### config.mk
export PLATFORM = sky130hd
export DESIGN_NAME = blk_xfer_seq_flat
export DESIGN_NICKNAME = d
export VERILOG_FILES = /design/src/rtl/huc_pkg.sv /design/src/rtl/blk_xfer_seq_if.sv /design/src/rtl/blk_addr_step.sv /design/src/rtl/blk_xfer_seq.sv /design/src/flat_wrapper.sv
export SDC_FILE = /design/constraint.sdc
export NUM_CORES = 1
export LEC_CHECK = 0
export ABC_CLOCK_PERIOD_IN_PS = 12800
export BUFFER_PORTS_ARGS = -buffer_cell sky130_fd_sc_hd__buf_2
export CAP_MARGIN = 20
export CELL_PAD_IN_SITES_DETAIL_PLACEMENT = 1
export CELL_PAD_IN_SITES_GLOBAL_PLACEMENT = 2
export CORE_MARGIN = 3
export CORE_UTILIZATION = 36
export DETAILED_ROUTE_END_ITERATION = 12
export PLACE_DENSITY = 0.93
export SYNTH_ARGS = -nofsm -noshare
export SYNTH_HDL_FRONTEND = slang
export SYNTH_SLANG_ARGS = --single-unit
export TNS_END_PERCENT = 20
### constraint.sdc
create_clock -name clk -period 12.8 [get_ports clk]
set_clock_uncertainty 0.1 [all_clocks]
set_input_delay 1.92 -clock clk [delete_from_list [all_inputs] [get_ports clk]]
set_output_delay 1.92 -clock clk [all_outputs]
set_load 0.02 [all_outputs]
### src/rtl/huc_pkg.sv
// Shared types and widths for the HuC6280 block-transfer sequencer.
package huc_pkg;

    localparam int unsigned ADDR_W_DEF = 16;
    localparam int unsigned LEN_W_DEF  = 16;
    localparam int unsigned DATA_W     = 8;
    localparam int unsigned MODE_W     = 3;

    typedef enum logic [MODE_W-1:0] {
        TII = 3'd0,
        TDD = 3'd1,
        TIN = 3'd2,
        TIA = 3'd3,
        TAI = 3'd4
    } xfer_mode_t;

    typedef enum logic [1:0] {
        IDLE  = 2'd0,
        READ  = 2'd1,
        WRITE = 2'd2,
        DONE  = 2'd3
    } xfer_state_t;

    // Unused encodings 5-7 behave as TII.
    function automatic xfer_mode_t decode_mode(input logic [MODE_W-1:0] raw);
        xfer_mode_t m;
        case (raw)
            3'd1:    m = TDD;
            3'd2:    m = TIN;
            3'd3:    m = TIA;
            3'd4:    m = TAI;
            default: m = TII;
        endcase
        return m;
    endfunction

endpackage

### src/rtl/blk_xfer_seq_if.sv
// Virtual-bus bundle between the CPU/MMU side and the block-transfer sequencer.
interface blk_xfer_seq_if
    import huc_pkg::*;
#(
    parameter int unsigned ADDR_W = ADDR_W_DEF,
    parameter int unsigned LEN_W  = LEN_W_DEF
);

    logic              start;
    logic [MODE_W-1:0] mode;
    logic [ADDR_W-1:0] src;
    logic [ADDR_W-1:0] dst;
    logic [LEN_W-1:0]  len;
    logic [DATA_W-1:0] d_in;
    logic [ADDR_W-1:0] vaddr;
    logic              rd_en;
    logic              wr_en;
    logic [DATA_W-1:0] d_out;
    logic              busy;
    logic              done;

    modport master (
        output start, mode, src, dst, len, d_in,
        input  vaddr, rd_en, wr_en, d_out, busy, done
    );

    modport slave (
        input  start, mode, src, dst, len, d_in,
        output vaddr, rd_en, wr_en, d_out, busy, done
    );

endinterface

### src/rtl/blk_addr_step.sv
// Per-mode address stepping: next source/destination plus the effective
// write address of this transfer and the effective read address of the next one.
module blk_addr_step
    import huc_pkg::*;
#(
    parameter int unsigned ADDR_W = ADDR_W_DEF
)
(
    input  xfer_mode_t        mode,
    input  logic [ADDR_W-1:0] src_cur,
    input  logic [ADDR_W-1:0] dst_cur,
    input  logic              toggle,
    output logic [ADDR_W-1:0] src_nxt,
    output logic [ADDR_W-1:0] dst_nxt,
    output logic [ADDR_W-1:0] wr_addr,
    output logic [ADDR_W-1:0] rd_addr_nxt
);

    localparam logic [ADDR_W-1:0] ONE = ADDR_W'(1);

    logic              toggle_inv;
    logic [ADDR_W-1:0] tog_cur;
    logic [ADDR_W-1:0] tog_nxt;

    always_comb begin
        toggle_inv = ~toggle;
        tog_cur    = {{(ADDR_W-1){1'b0}}, toggle};
        tog_nxt    = {{(ADDR_W-1){1'b0}}, toggle_inv};
        src_nxt    = src_cur;
        dst_nxt    = dst_cur;

        case (mode)
            TII: begin
                src_nxt = src_cur + ONE;
                dst_nxt = dst_cur + ONE;
            end
            TDD: begin
                src_nxt = src_cur - ONE;
                dst_nxt = dst_cur - ONE;
            end
            TIN, TIA: begin
                src_nxt = src_cur + ONE;
            end
            TAI: begin
                dst_nxt = dst_cur + ONE;
            end
            default: begin
                src_nxt = src_cur + ONE;
                dst_nxt = dst_cur + ONE;
            end
        endcase

        // Alternating 0/+1 offset rides on the fixed side of TIA/TAI.
        wr_addr     = dst_cur + ((mode == TIA) ? tog_cur : '0);
        rd_addr_nxt = src_nxt + ((mode == TAI) ? tog_nxt : '0);
    end

endmodule

### src/rtl/blk_xfer_seq.sv
// HuC6280 block-transfer sequencer: owns the virtual bus once started and
// issues alternating read/write cycles until the length count runs out.
module blk_xfer_seq
    import huc_pkg::*;
#(
    parameter int unsigned ADDR_W = ADDR_W_DEF,
    parameter int unsigned LEN_W  = LEN_W_DEF
)
(
    input  logic clk,
    input  logic reset,
    input  logic RDY,
    blk_xfer_seq_if.slave bus
);

    xfer_state_t       state_q, state_d;
    xfer_mode_t        mode_q, mode_d;
    logic [ADDR_W-1:0] src_q, src_d;
    logic [ADDR_W-1:0] dst_q, dst_d;
    logic [LEN_W-1:0]  len_q, len_d;
    logic              toggle_q, toggle_d;
    logic [DATA_W-1:0] data_q, data_d;
    logic [ADDR_W-1:0] vaddr_q, vaddr_d;
    logic              rd_en_q, rd_en_d;
    logic              wr_en_q, wr_en_d;
    logic              busy_q, busy_d;
    logic              done_q, done_d;

    logic [ADDR_W-1:0] src_nxt;
    logic [ADDR_W-1:0] dst_nxt;
    logic [ADDR_W-1:0] wr_addr;
    logic [ADDR_W-1:0] rd_addr_nxt;

    blk_addr_step #(
        .ADDR_W (ADDR_W)
    ) u_step (
        .mode        (mode_q),
        .src_cur     (src_q),
        .dst_cur     (dst_q),
        .toggle      (toggle_q),
        .src_nxt     (src_nxt),
        .dst_nxt     (dst_nxt),
        .wr_addr     (wr_addr),
        .rd_addr_nxt (rd_addr_nxt)
    );

    // State register; RDY low freezes everything, reset overrides the freeze.
    always_ff @(posedge clk) begin
        if (reset) begin
            state_q <= IDLE;
        end else if (RDY) begin
            state_q <= state_d;
        end
    end

    // Datapath and output registers.
    always_ff @(posedge clk) begin
        if (reset) begin
            mode_q   <= TII;
            src_q    <= '0;
            dst_q    <= '0;
            len_q    <= '0;
            toggle_q <= 1'b0;
            data_q   <= '0;
            vaddr_q  <= '0;
            rd_en_q  <= 1'b0;
            wr_en_q  <= 1'b0;
            busy_q   <= 1'b0;
            done_q   <= 1'b0;
        end else if (RDY) begin
            mode_q   <= mode_d;
            src_q    <= src_d;
            dst_q    <= dst_d;
            len_q    <= len_d;
            toggle_q <= toggle_d;
            data_q   <= data_d;
            vaddr_q  <= vaddr_d;
            rd_en_q  <= rd_en_d;
            wr_en_q  <= wr_en_d;
            busy_q   <= busy_d;
            done_q   <= done_d;
        end
    end

    // Next state, and the bus outputs for the cycle that state will occupy.
    always_comb begin
        state_d  = state_q;
        mode_d   = mode_q;
        src_d    = src_q;
        dst_d    = dst_q;
        len_d    = len_q;
        toggle_d = toggle_q;
        data_d   = data_q;
        vaddr_d  = vaddr_q;
        rd_en_d  = 1'b0;
        wr_en_d  = 1'b0;
        busy_d   = 1'b0;
        done_d   = 1'b0;

        case (state_q)
            IDLE: begin
                if (bus.start) begin
                    state_d  = READ;
                    mode_d   = decode_mode(bus.mode);
                    src_d    = bus.src;
                    dst_d    = bus.dst;
                    len_d    = bus.len;
                    toggle_d = 1'b0;
                    vaddr_d  = bus.src;
                    rd_en_d  = 1'b1;
                    busy_d   = 1'b1;
                end
            end
            READ: begin
                state_d = WRITE;
                data_d  = bus.d_in;
                vaddr_d = wr_addr;
                wr_en_d = 1'b1;
                busy_d  = 1'b1;
            end
            WRITE: begin
                src_d    = src_nxt;
                dst_d    = dst_nxt;
                len_d    = len_q - LEN_W'(1);
                toggle_d = ~toggle_q;
                busy_d   = 1'b1;
                // A loaded count of 0 wraps and runs the full 2^LEN_W transfers.
                if (len_q == LEN_W'(1)) begin
                    state_d = DONE;
                    done_d  = 1'b1;
                end else begin
                    state_d = READ;
                    vaddr_d = rd_addr_nxt;
                    rd_en_d = 1'b1;
                end
            end
            DONE: begin
                state_d = IDLE;
            end
            default: begin
                state_d = IDLE;
            end
        endcase
    end

    assign bus.vaddr = vaddr_q;
    assign bus.rd_en = rd_en_q;
    assign bus.wr_en = wr_en_q;
    assign bus.d_out = data_q;
    assign bus.busy  = busy_q;
    assign bus.done  = done_q;

endmodule

### src/flat_wrapper.sv
// flat-port wrapper written by rule: the top's interface ports become plain ports
module blk_xfer_seq_flat import huc_pkg::*;
#(
    parameter int unsigned ADDR_W = ADDR_W_DEF,
    parameter int unsigned LEN_W  = LEN_W_DEF
)
  (clk, reset, RDY, bus_start, bus_mode, bus_src, bus_dst, bus_len, bus_d_in, bus_vaddr, bus_rd_en, bus_wr_en, bus_d_out, bus_busy, bus_done);
  blk_xfer_seq_if #(.ADDR_W(ADDR_W), .LEN_W(LEN_W)) bus_i ();
  input  logic clk;
  input  logic reset;
  input  logic RDY;
  input wire logic [$bits(bus_i.start)-1:0] bus_start;
  input wire logic [$bits(bus_i.mode)-1:0] bus_mode;
  input wire logic [$bits(bus_i.src)-1:0] bus_src;
  input wire logic [$bits(bus_i.dst)-1:0] bus_dst;
  input wire logic [$bits(bus_i.len)-1:0] bus_len;
  input wire logic [$bits(bus_i.d_in)-1:0] bus_d_in;
  output wire logic [$bits(bus_i.vaddr)-1:0] bus_vaddr;
  output wire logic [$bits(bus_i.rd_en)-1:0] bus_rd_en;
  output wire logic [$bits(bus_i.wr_en)-1:0] bus_wr_en;
  output wire logic [$bits(bus_i.d_out)-1:0] bus_d_out;
  output wire logic [$bits(bus_i.busy)-1:0] bus_busy;
  output wire logic [$bits(bus_i.done)-1:0] bus_done;
  assign bus_i.start = bus_start;
  assign bus_i.mode = bus_mode;
  assign bus_i.src = bus_src;
  assign bus_i.dst = bus_dst;
  assign bus_i.len = bus_len;
  assign bus_i.d_in = bus_d_in;
  assign bus_vaddr = bus_i.vaddr;
  assign bus_rd_en = bus_i.rd_en;
  assign bus_wr_en = bus_i.wr_en;
  assign bus_d_out = bus_i.d_out;
  assign bus_busy = bus_i.busy;
  assign bus_done = bus_i.done;
  blk_xfer_seq #(.ADDR_W(ADDR_W), .LEN_W(LEN_W)) u_core (.clk(clk), .reset(reset), .RDY(RDY), .bus(bus_i));
endmodule
; ---- After elaboration in Yosys (flattened, before gate mapping)
; Index checks and enable logic that the tools add are counted.
[op_classes]
n_bitwise = 1
n_reduce_logical = 11
addsub = 7
mux = 25
n_eq_ne = 15
[op_table]
columns = op, count
row1 = $pmux W16 S2, 5
row2 = $mux W16, 4
row3 = $pmux W16 S3, 1
row4 = $sub A16 B1 Y16 const B, 3
row5 = $add A16 B1 Y16, 2
row6 = $add A16 B1 Y16 const B, 2
row7 = $eq A16 B1 Y1 const B, 1
row8 = $eq A3 B2 Y1 const B, 4
row9 = $pmux W3 S4, 1
row10 = $mux W1, 8
row11 = $pmux W2 S4, 1
row12 = $reduce_and A4 Y1, 2
row13 = $eq A3 B1 Y1 const B, 2
row14 = $eq A3 B3 Y1 const B, 2
row15 = $ne A2 B2 Y1 const B, 3
row16 = $pmux W1 S2, 3
row17 = $reduce_and A3 Y1, 2
row18 = $eq A2 B2 Y1 const B, 2
row19 = $mux W2, 2
row20 = $reduce_and A2 Y1, 2
row21 = $reduce_or A2 Y1, 2
row22 = $reduce_bool A3 Y1, 1
row23 = $eq A2 B1 Y1 const B, 1
row24 = $logic_not A2 Y1, 1
row25 = other kinds (2), 2
[totals]
reg_bits = 82
output_inout_bits = 28
wordCells = 71
in_bits = 63

; ---- Longest topological paths before layout
[logic_depth]
depth_word = 5
mapped_depth = 15

; ---- By module
; From an unflattened synthesis, not the netlist that was laid out.
[hier_totals]
cells_unflattened = 769
hier_area_um2 = 6089.6
[modules_own_cells]
columns = mod, instances, cells_per_inst, area_each_um2, seq_area_each_um2
row1 = blk_xfer_seq, 1, 488, 4240.3, 1641.6
row2 = blk_addr_step, 1, 281, 1849.3, 0.0

; ---- Least setup slack after synthesis
; No wires, ideal clock.
[synth_path]
path_kind = reg2reg
from = reg u_core.mode_q[1]
to = reg u_core.vaddr_q[15], in the netlist u_core.bus.vaddr[15]
synth_period_minus_slack_ps = 4101
setup_ps = 133
arrival_time_ps = 3868
slack_ps = 8699
path_buffers = 0
stages_incl_launch_ff = 14
cell_sequence = dfxtp_1 -> nor2_1 -> nand2_1 -> inv_1 -> ha_1 -> a211o_2 -> a2111oi_0 -> o21ai_1 -> xor2_1 -> o21ai_1 -> or4b_1 -> a2111o_1 -> a32oi_1 -> o41ai_2
[synth_between]
elab_chain_cells = 5
[synth_rtl]
columns = element, line
row1 = from (decl), blk_xfer_seq.sv:17  ; xfer_mode_t mode_q, mode_d;
row2 = from (signal assigned), blk_xfer_seq.sv:71  ; mode_q <= mode_d;
row3 = $eq A3 B3 Y1 or $eq A3 B1 Y1 (tied branches), "blk_addr_step.sv:32, blk_addr_step.sv:55"
row4 = $pmux W16 S2 or $mux W1 (tied branches), "blk_addr_step.sv:32, blk_addr_step.sv:55"
row5 = $add A16 B1 Y16, blk_addr_step.sv:55  ; rd_addr_nxt = src_nxt + ((mode == TAI) ? tog_nxt : '0);
row6 = $mux W16, blk_xfer_seq.sv:128  ; if (len_q == LEN_W'(1)) begin
row7 = $pmux W16 S3 *, blk_xfer_seq.sv:100  ; case (state_q)
row8 = to (signal assigned), blk_xfer_seq.sv:77  ; vaddr_q <= vaddr_d;
row9 = to (decl), blk_xfer_seq.sv:23  ; logic [ADDR_W-1:0] vaddr_q, vaddr_d;
; Every way passes the cells marked *; elsewhere a longest branch is shown, timed or not. The select of a mux whose other input is x is not followed.
; A chain may end at the register's enable or synchronous reset.

; ---- Final worst setup path
; Ends and elaborated chain as after synthesis.

==> flow_metrics.tcl <==
set metrics [dict create \
    die-width_um 138 \
    vias 6553 \
    cp_data_arrival_time_ps 4740 \
    yosys_warnings 0 \
    p_leak_nw 2.89 \
    status "finished, final reports clean" \
    grt_max_degree 85 \
    netlist_area_mm2 0.00628 \
    path_class "reg -> reg" \
    synth-edff-count 0 \
    cts.sinks 82 \
    async_flop_share_pct 0 \
    die_h_um 138 \
    yosysMostFrequentCell "nor2_1" \
    total_power_mw 0.760 \
    antenna_found_initial 0 \
    synth_flop_cell "dfxtp_1" \
    initial_core_util_pct 37.3 \
    dr.pass1.iters 5 \
    wirelength_um 21100 \
    cp_max_fo 31 \
    cp-end-kind "flop" \
    fin_area_mm2 0.00717 \
    setup_viol 0 \
    clockBufferDepth 2 \
    syn2layout_area_growth_pct 14.3 \
    period_needed_ps 4590 \
    syn_inst 834 \
    ys_top_cells_by_area "dfxtp_1 (26%), ha_1 (7.6%), a21oi_1 (6.9%), nor2_1 (6.3%), a211oi_1 (4.8%)" \
    gp_congestion 0.827 \
    h-tree-depth 3 \
    hold_ws_ps 353 \
    grt-ovfl-total 0 \
    hold_viol_final 0 \
    path_clk_slew_ps 70 \
    synth_nets 937 \
    drtIter0Drc 371 \
    slew_headroom_pct 34.3 \
    drc_errors 0 \
    worst_pin_slew_ps 985 \
    synthTopCellsByCount "nor2_1 (105), a21oi_1 (86), dfxtp_1 (82), nand2_1 (80), nand3_1 (43)" \
    cts_buffers 9 \
    finalSetupTns_ps 0 \
    ir_drop_uv 64.5 \
    timing.final.crit_share_pct 35.9 \
    ys_ff_latch 82 \
    syn_area_per_cell_um2 7.53 \
    critPathLaunchType "flop" \
    post_cts.repair.setup_buffers 0 \
    hp-class "reg -> reg" \
    max_freq_ghz 0.218 \
    placed_area_mm2 0.00688 \
    synth_top_cell_area_share_pct 26.2 \
    yosysSeqAreaShare_pct 26.2 \
    grt_pass1_wl_um 34600 \
    port_buffers 90 \
    grtUsageTotal_pct 21.8 \
    cts_root_buffer "clkbuf_16" \
    core-area_mm2 0.0168 \
    hpwl_um 15200 \
    cap_violations 0 \
    power_density_mw_per_mm2 106 \
    viasPerCell 5.87 \
    wire_per_inst_um 18.9 \
    synth_top_area_cell "dfxtp_1" \
    ios 91 \
    fin_nets 994 \
    cts_resized 0 \
    drive_gt1_share_pct 15.5 \
    required_ps 12950 \
    pre_cts_slack_ps 8320 \
    fin_ws_ps 8210 \
    clock_latency_ps 350 \
    timing_max_transition_violations_final 0 \
    row_count 47 \
    dieArea_mm2 0.0191 \
    antenna_cells 0 \
    grt_pass1_vias 6394 \
    cts_tree "done" \
    rsz0062_at_grt "no" \
    ant_nets 0 \
    hold_buffers 0 \
    ys_types 73 \
]
flip-flops by register name, summed over array words and instances, names as in the netlist:
| name | count |
|---|---|
| u_core.bus.vaddr | 16 |
| u_core.bus.wr_en | 1 |
| u_core.bus.d_out | 8 |
| u_core.mode_q | 3 |
| u_core.state_q | 2 |
| u_core.toggle_q | 1 |
| u_core.len_q | 16 |
| u_core.dst_q | 16 |
| u_core.bus.rd_en | 1 |
| u_core.src_q | 16 |
| u_core.bus.busy | 1 |
| u_core.bus.done | 1 |
through the flow:
stage	instances	util (%)
5_1_grt	1116	42.6
2_1_floorplan	834	-
4_1_cts	1115	42.6
3_5_place_dp	1099	40.9
3_3_place_gp	1099	40.9
6_report	1116	42.6
worst paths after layout:
kind,cells after the start,start,endpoint,slack (ps)
worst min register to register,2,u_core.bus.d_out[0]$_SDFFE_PP0P_,u_core.bus.d_out[0]$_SDFFE_PP0P_,350
worst max-delay path,14,u_core.mode_q[1]$_SDFFE_PP0P_,u_core.bus.vaddr[15]$_SDFFE_PP0P_,8210
worst max register to register,14,u_core.mode_q[1]$_SDFFE_PP0P_,u_core.bus.vaddr[15]$_SDFFE_PP0P_,8210
worst min-delay path,2,u_core.bus.d_out[0]$_SDFFE_PP0P_,u_core.bus.d_out[0]$_SDFFE_PP0P_,350
worst max-delay path, stage by stage, from the launching register on:
cell       delay, ps
dfxtp_1          390
nor2_1            70
nand2_1          230
inv_1             70
buf_4            290
fa_1             500
a211o_2          370
a2111oi_0        510
o21ai_1          200
xor2_1           240
o21ai_1          190
or4b_1           600
o311ai_1         290
a32oi_1          170
o41ai_2          270
layer usage:
metal  wire length, um  global-route usage, %  vias to the layer above
li1                  -                      -                     3213
met1             10300                   31.2                     3178
met4               320                   4.68                        0
met3               925                   3.63                       19
met2              9590                   34.5                      143
met5                 0                      0                        -
final cells by class:
cell class              count  area (um2)
well taps                 220         275
inverters                  19        71.3
fillers                  2150        9650
multi-input cells         680        4380
clock buffers              10         229
clock inverters             6        47.5
repair buffers             99         526
flip-flops and latches     82        1640
placed cells by master (no fill, tap or decap), types with 7 or more instances in the layout:
cell and n:
nor2_1 105, buf_2 90, a21oi_1 84, dfxtp_1 82
nand2_1 80, nand3_1 43, a211oi_1 40, ha_1 37
o21ai_0 27, nor3_1 24, xnor2_1 23, inv_1 19
mux2i_1 14, o211ai_1 11, xor2_1 11, and3_1 10
clkbuf_16 9, o31ai_1 8, or3_1 8, buf_4 8
nor3b_1 7, a211o_1 7, nand3b_1 7
cell families after synthesis:
family	share of synthesized area, %
XOR/XNOR	4.74
AND/OR/NAND/NOR	25.9
buffers and inverters	4.37
multiplexers	2.23
adder cells (fa/ha/maj)	8.21
AO/OA/AOI/OAI	28.3
flip-flops	26.2
where the power goes:
group | switching [mW] | internal (mW) | leakage [nW]
registers | 0.0235 | 0.276 | 0.672
clock network | 0.121 | 0.134 | 0.134
logic | 0.130 | 0.0753 | 2.09
Note: power is estimated with default switching activity, not from simulation.
